==> config.mk <==
export PLATFORM = sky130hd
export DESIGN_NAME = pdc_wr_sched
export DESIGN_NICKNAME = d
export VERILOG_FILES = /design/src/rtl/pdc_wr_sched.sv
export SDC_FILE = /design/constraint.sdc
export NUM_CORES = 1
export LEC_CHECK = 0
export CAP_MARGIN = 10
export CORE_ASPECT_RATIO = 1.75
export CORE_MARGIN = 2
export CORE_UTILIZATION = 41
export CTS_BUF_LIST = sky130_fd_sc_hd__clkbuf_2
export DETAILED_ROUTE_END_ITERATION = 10
export MAX_ROUTING_LAYER = met4
export PLACE_DENSITY = 0.94
export RECOVER_POWER = 100
export REMOVE_ABC_BUFFERS = 1
export SYNTH_ARGS = -nofsm -noshare
export SYNTH_HDL_FRONTEND = slang
export SYNTH_SLANG_ARGS = --single-unit
==> constraint.sdc <==
create_clock -name clk_i -period 2.3 [get_ports clk_i]
set_clock_uncertainty 0.1 [all_clocks]
set_input_delay 0.46 -clock clk_i [delete_from_list [all_inputs] [get_ports clk_i]]
set_output_delay 0.46 -clock clk_i [all_outputs]
set_load 0.01 [all_outputs]
==> src/rtl/pdc_wr_sched.sv <==
// ---------------------------------------------------------------------------
// pdc_wr_sched
//   Write-port controller for the pdc RAM. It is the only source of the RAM's
//   write_addr/write_data/write_wen. After reset, and whenever a flush is
//   requested, it sweeps every entry to CLR_VALUE. Outside a sweep it shares
//   the single write port between a fill and an update requester. Fill has
//   priority, but update cannot be starved for more than MAX_STREAK grants.
//
// Ports
//   clk_i, rst_i          clock, synchronous active-high reset
//   fill_req_i/addr/data  fill request, held until fill_gnt_o
//   fill_gnt_o            combinational accept for fill
//   upd_req_i/addr/data   update request, held until upd_gnt_o
//   upd_gnt_o             combinational accept for update
//   flush_req_i           one-cycle pulse that restarts a full clear sweep
//   init_done_o           registered; RAM contents are valid
//   busy_o                registered; high while sweeping
//   write_addr_o/data_o   registered RAM write address/data
//   write_wen_o           registered RAM write enable
// ---------------------------------------------------------------------------
`ifndef PDC_WIDTH
`define PDC_WIDTH 32
`endif

module pdc_wr_sched #(
  parameter int unsigned ADDR_W     = 11,
  parameter int unsigned DATA_W     = `PDC_WIDTH,
  parameter logic [DATA_W-1:0] CLR_VALUE = '0,
  parameter int unsigned MAX_STREAK = 3
) (
  input  logic              clk_i,
  input  logic              rst_i,
  input  logic              fill_req_i,
  input  logic [ADDR_W-1:0] fill_addr_i,
  input  logic [DATA_W-1:0] fill_data_i,
  output logic              fill_gnt_o,
  input  logic              upd_req_i,
  input  logic [ADDR_W-1:0] upd_addr_i,
  input  logic [DATA_W-1:0] upd_data_i,
  output logic              upd_gnt_o,
  input  logic              flush_req_i,
  output logic              init_done_o,
  output logic              busy_o,
  output logic [ADDR_W-1:0] write_addr_o,
  output logic [DATA_W-1:0] write_data_o,
  output logic              write_wen_o
);

  typedef enum logic {
    CLEAR = 1'b0,
    RUN   = 1'b1
  } state_e;

  localparam logic [2:0]        MaxStreak = 3'(MAX_STREAK);
  localparam logic [ADDR_W-1:0] LastAddr  = '1;

  state_e              state_q;
  logic [ADDR_W-1:0]   clr_ptr_q;
  logic [ADDR_W-1:0]   clr_ptr_d;
  logic [2:0]          streak_q;
  logic                init_done_q;
  logic                busy_q;
  logic [ADDR_W-1:0]   write_addr_q;
  logic [DATA_W-1:0]   write_data_q;
  logic                write_wen_q;
  logic                grant_ok;
  logic                upd_turn;

  // Sweep pointer advances by one and wraps naturally at the last entry.
  assign clr_ptr_d = clr_ptr_q + 1'b1;

  // Grants only exist in RUN, never during reset or in a flush cycle. When
  // both requesters wait, update wins only once fill has used its streak.
  assign grant_ok   = (state_q == RUN) && !rst_i && !flush_req_i;
  assign upd_turn   = upd_req_i && (!fill_req_i || (streak_q == MaxStreak));
  assign fill_gnt_o = grant_ok && fill_req_i && !upd_turn;
  assign upd_gnt_o  = grant_ok && upd_turn;

  always_ff @(posedge clk_i) begin
    if (rst_i) begin
      state_q      <= CLEAR;
      clr_ptr_q    <= '0;
      streak_q     <= '0;
      init_done_q  <= 1'b0;
      busy_q       <= 1'b1;
      write_addr_q <= '0;
      write_data_q <= '0;
      write_wen_q  <= 1'b0;
    end else begin
      case (state_q)
        CLEAR: begin
          streak_q <= '0;
          if (flush_req_i) begin
            // Restart the sweep from entry 0; nothing is written this edge.
            clr_ptr_q   <= '0;
            write_wen_q <= 1'b0;
          end else begin
            write_wen_q  <= 1'b1;
            write_addr_q <= clr_ptr_q;
            write_data_q <= CLR_VALUE;
            clr_ptr_q    <= clr_ptr_d;
            // The last clear write and init_done become visible together.
            if (clr_ptr_q == LastAddr) begin
              state_q     <= RUN;
              init_done_q <= 1'b1;
              busy_q      <= 1'b0;
            end
          end
        end
        RUN: begin
          if (flush_req_i) begin
            state_q     <= CLEAR;
            clr_ptr_q   <= '0;
            init_done_q <= 1'b0;
            busy_q      <= 1'b1;
            streak_q    <= '0;
            write_wen_q <= 1'b0;
          end else begin
            if (fill_gnt_o) begin
              write_wen_q  <= 1'b1;
              write_addr_q <= fill_addr_i;
              write_data_q <= fill_data_i;
            end else if (upd_gnt_o) begin
              write_wen_q  <= 1'b1;
              write_addr_q <= upd_addr_i;
              write_data_q <= upd_data_i;
            end else begin
              write_wen_q <= 1'b0;
            end
            // Streak counts fills taken while update is kept waiting.
            if (upd_gnt_o || !upd_req_i) begin
              streak_q <= '0;
            end else if (fill_gnt_o && (streak_q != 3'd7)) begin
              streak_q <= streak_q + 3'd1;
            end
          end
        end
        default: begin
          state_q <= CLEAR;
        end
      endcase
    end
  end

  assign init_done_o  = init_done_q;
  assign busy_o       = busy_q;
  assign write_addr_o = write_addr_q;
  assign write_data_o = write_data_q;
  assign write_wen_o  = write_wen_q;

endmodule

==> reports/results.ini <==
[drt]
via_per_inst = 5.17
dr.pass1.iters = 4
wirelength_mm = 7.95
drtAntennaViolNets = 0
vias = 2700
wl_per_cell_um = 15.2
remaining_drc_errors = 0
drt_iter0_drc = 150

[sta]
hold_ws_ns = 0.369
period_share_pct = 104
period_needed_ns = 2.40
clock.fmax_ghz = 0.417
hold_violations = 0
rsz0062_at_grt = true
finalSetupViolations = 2
drv_slew = 0
setup_ws_ns = -0.0968
relSlewSlack_pct = 45.7
tightestPinTransition_ns = 0.815

[run_status]
status = finished, violations left
violations = negative setup slack

[worst_setup_path]
timing.rr.end = write_addr_o[4]
worstSetupStartpointType = input port
required_ns = 1.74
rrSetupSlack_ns = 0.10
rr_worst_depth = 12
worstSetupPathType = input port to primary output
max_stage_delay_ns = 0.57
r2r_start = streak_q[1]
arrival_ns = 1.84
crit_chain = dlygate4sd3_1 > or3b_4 > or2_4 > inv_2 > buf_6
critPathSlowestCell = dlygate4sd3_1
path_max_fanout = 2
crit_path_end_kind = primary output

[power]
netSwitchingFraction_pct = 23.2
max-vdd-ir-drop_mv = 0.316
p_int_mw = 1.60
p_per_area_mw_per_mm2 = 459
clkPwrFrac_pct = 36.1
p_comb_share_pct = 12.5
pwr-share-seq_pct = 51.4
p_sw_mw = 0.483
leakage_nw = 1.92

[clocking]
root_buffer = clkbuf_2
cts_tree = done
clk_path_buf_depth = 2
clock-sinks = 61
cts_buffers = 9
cts_max_level = 3
worst_skew_pair.late_latency_ns = 0.48
clkTransAtPathRegs_ns = 0.15

[final_layout]
drive_above_1_share_pct = 14.1
multi_input_area_mm2 = 0.00145
finalNonFillerCells = 522
syn_to_final_growth_pct = 62.8
design.final.nets = 529
fill_cells = 498
seq_area_mm2 = 0.00122

[hold_path]
hold_end = busy_o
hold_path.class = flop to flop
holdPathStages = 2
holdCritStartpoint = busy_o

[global_routing]
busiest_layer = met2
grt_pass1_wl_mm = 12.8
grtUsageMet3_pct = 4.67
grt_pass1_vias = 2813
use_met1_pct = 21.8
antenna_found_initial = 1
grt_start_max_net_pins = 45
overflow = 0
met2_usage_pct = 41.8
track_usage_pct = 22.8

[floorplanning]
coreArea_mm2 = 0.00654
placementRows = 39
initial_core_util_pct = 42.6
die_area_mm2 = 0.00749
fp.dieW_um = 66.3
io_pins = 139
die_h_um = 113

[yosys]
ys_seq_area_share_pct = 43.8
ys_warn_count = 0
ys_types = 37
synth_edf_count = 0
ys_ff_latch = 61
netlist_instances = 281
synth_area_mm2 = 0.00279
syn_avg_cell_area_um2 = 9.91
yosys_most_used_dff = dfxtp_1
async_flop_share_pct = 0

[placed_design]
dp.cells = 500
portBuffers = 138
gp_congestion = 0.856
dp_hpwl_mm = 5.91

[flow_run]
timing.max_cap.violations = 0

==> metal layers <==
layer	up-vias	wire (um)	share of wire, %
met5	-	0	0
met4	0	214	2.7
met3	14	321	4.0
met2	96	4620	58
met1	1253	2800	35
li1	1337	-	-
==> cell usage after synthesis, drive strengths merged (5+ instances only) <==
master   instances  area share [%]
nor2            19             2.6
nand3           11             2.0
buf              8             2.9
clkbuf          13             1.8
or2              7             1.6
dfxtp           61              44
mux2i           33              12
nand2            7            0.94
inv             10             1.3
a21oi           11             2.0
o2bb2ai         39              12
o21ai           18             3.2
xor2             5             1.6
o211ai           7             1.9
==> what timing repair did <==
| action | 4_1_cts | 5_1_grt |
|---|---|---|
| pin swaps | 2 | 5 |
| gates resized for setup | 18 | 3 |
| endpoints found under the hold margin | 0 | 0 |
| cloned | 0 | 0 |
| endpoints found under the setup margin | 2 | 6 |
| hold buffers | 0 | 0 |
| setup buffers | 6 | 1 |
==> power groups by stage <==
stage	Sequential, mW	Combinational, mW	Clock, mW
after floorplan	1.09	0.0541	0
after global placement	1.09	0.251	0
after detailed placement	1.09	0.258	0
after CTS	1.07	0.261	0.769
after global routing	1.07	0.277	0.819
final	1.07	0.259	0.752
==> cells in the final DEF (no fill, tap or decap), types with 2 or more instances in the layout <==
cell type	synthesis	routed
xor2_1	5	5
buf_4	1	20
and3_1	2	2
clkinv_2	0	2
nand3_1	11	11
nor3_1	3	3
o21ai_0	10	10
a311oi_2	4	4
mux2i_1	33	33
a21oi_1	11	11
clkbuf_2	0	9
o2bb2ai_1	39	39
o211ai_1	7	7
ha_1	4	2
nand4_1	2	2
clkbuf_1	13	2
o21ai_1	8	8
dlygate4sd3_1	0	17
or2_2	5	5
ha_4	0	2
nand2_1	7	5
xnor2_1	4	4
inv_1	9	9
clkdlybuf4s50_1	0	119
dfxtp_1	61	59
bufinv_16	0	2
buf_6	6	2
nor2_1	19	18
nand2_2	0	2
dfxtp_2	0	2
buf_12	0	2
==> flip-flops by register name, summed over array words and instances, names as in the netlist <==
signal	flops
busy_o	1
clr_ptr_q	11
init_done_o	1
state_q	1
streak_q	3
write_addr_o	11
write_data_o	32
write_wen_o	1
==> cell families after synthesis <==
logic type      Yosys count  synth area share, %
xor+xnor                  9                 2.83
flops                    61                 43.8
buf+inv                  31                 5.97
simple gates             61                 11.3
mux                      33                 11.9
fa+ha+maj                 4                 1.80
compound gates           82                 22.4
==> layout make-up <==
class,count,area share [%]
inverter,10,0.828
tap,82,2.26
antenna,1,0.0552
timing repair buffer,163,35.0
multi-input combinational,189,31.9
clock buffer,9,0.993
sequential,61,27.0
clock inverter,7,1.99
==> worst max path at each step <==
stage / cells past startpoint / from / to / slack, ns
after floorplan: 3 / state_q / fill_gnt_o / -0.64
after global placement: 5 / flush_req_i / fill_gnt_o / -0.44
after detailed placement: 5 / flush_req_i / fill_gnt_o / -0.44
after CTS: 6 / streak_q[0] / fill_gnt_o / -0.07
after global routing: 6 / streak_q[1] / fill_gnt_o / -0.12
final: 5 / rst_i / fill_gnt_o / -0.1
==> critical path, delay by kind of cell <==
kind	cells	cell delay, ns
buffers and inverters	3	0.72
and+or+nand+nor	2	0.64
==> per-stage QoR <==
step / util [%] / total power, mW / setup WS (ns) / area, um^2 / TNS, ns
detailed placement: 66.1 / 1.35 / -0.445 / 4320 / -9.27
global placement: 66.1 / 1.34 / -0.440 / 4320 / -7.62
finish: 69.3 / 2.08 / -0.0968 / 4530 / -0.149
CTS: 69.4 / 2.10 / -0.0674 / 4540 / -0.0948
global route: 69.3 / 2.17 / -0.124 / 4530 / -0.243
floorplan: - / 1.15 / -0.644 / 2660 / -20.12
(Power assumes the default switching activity.)
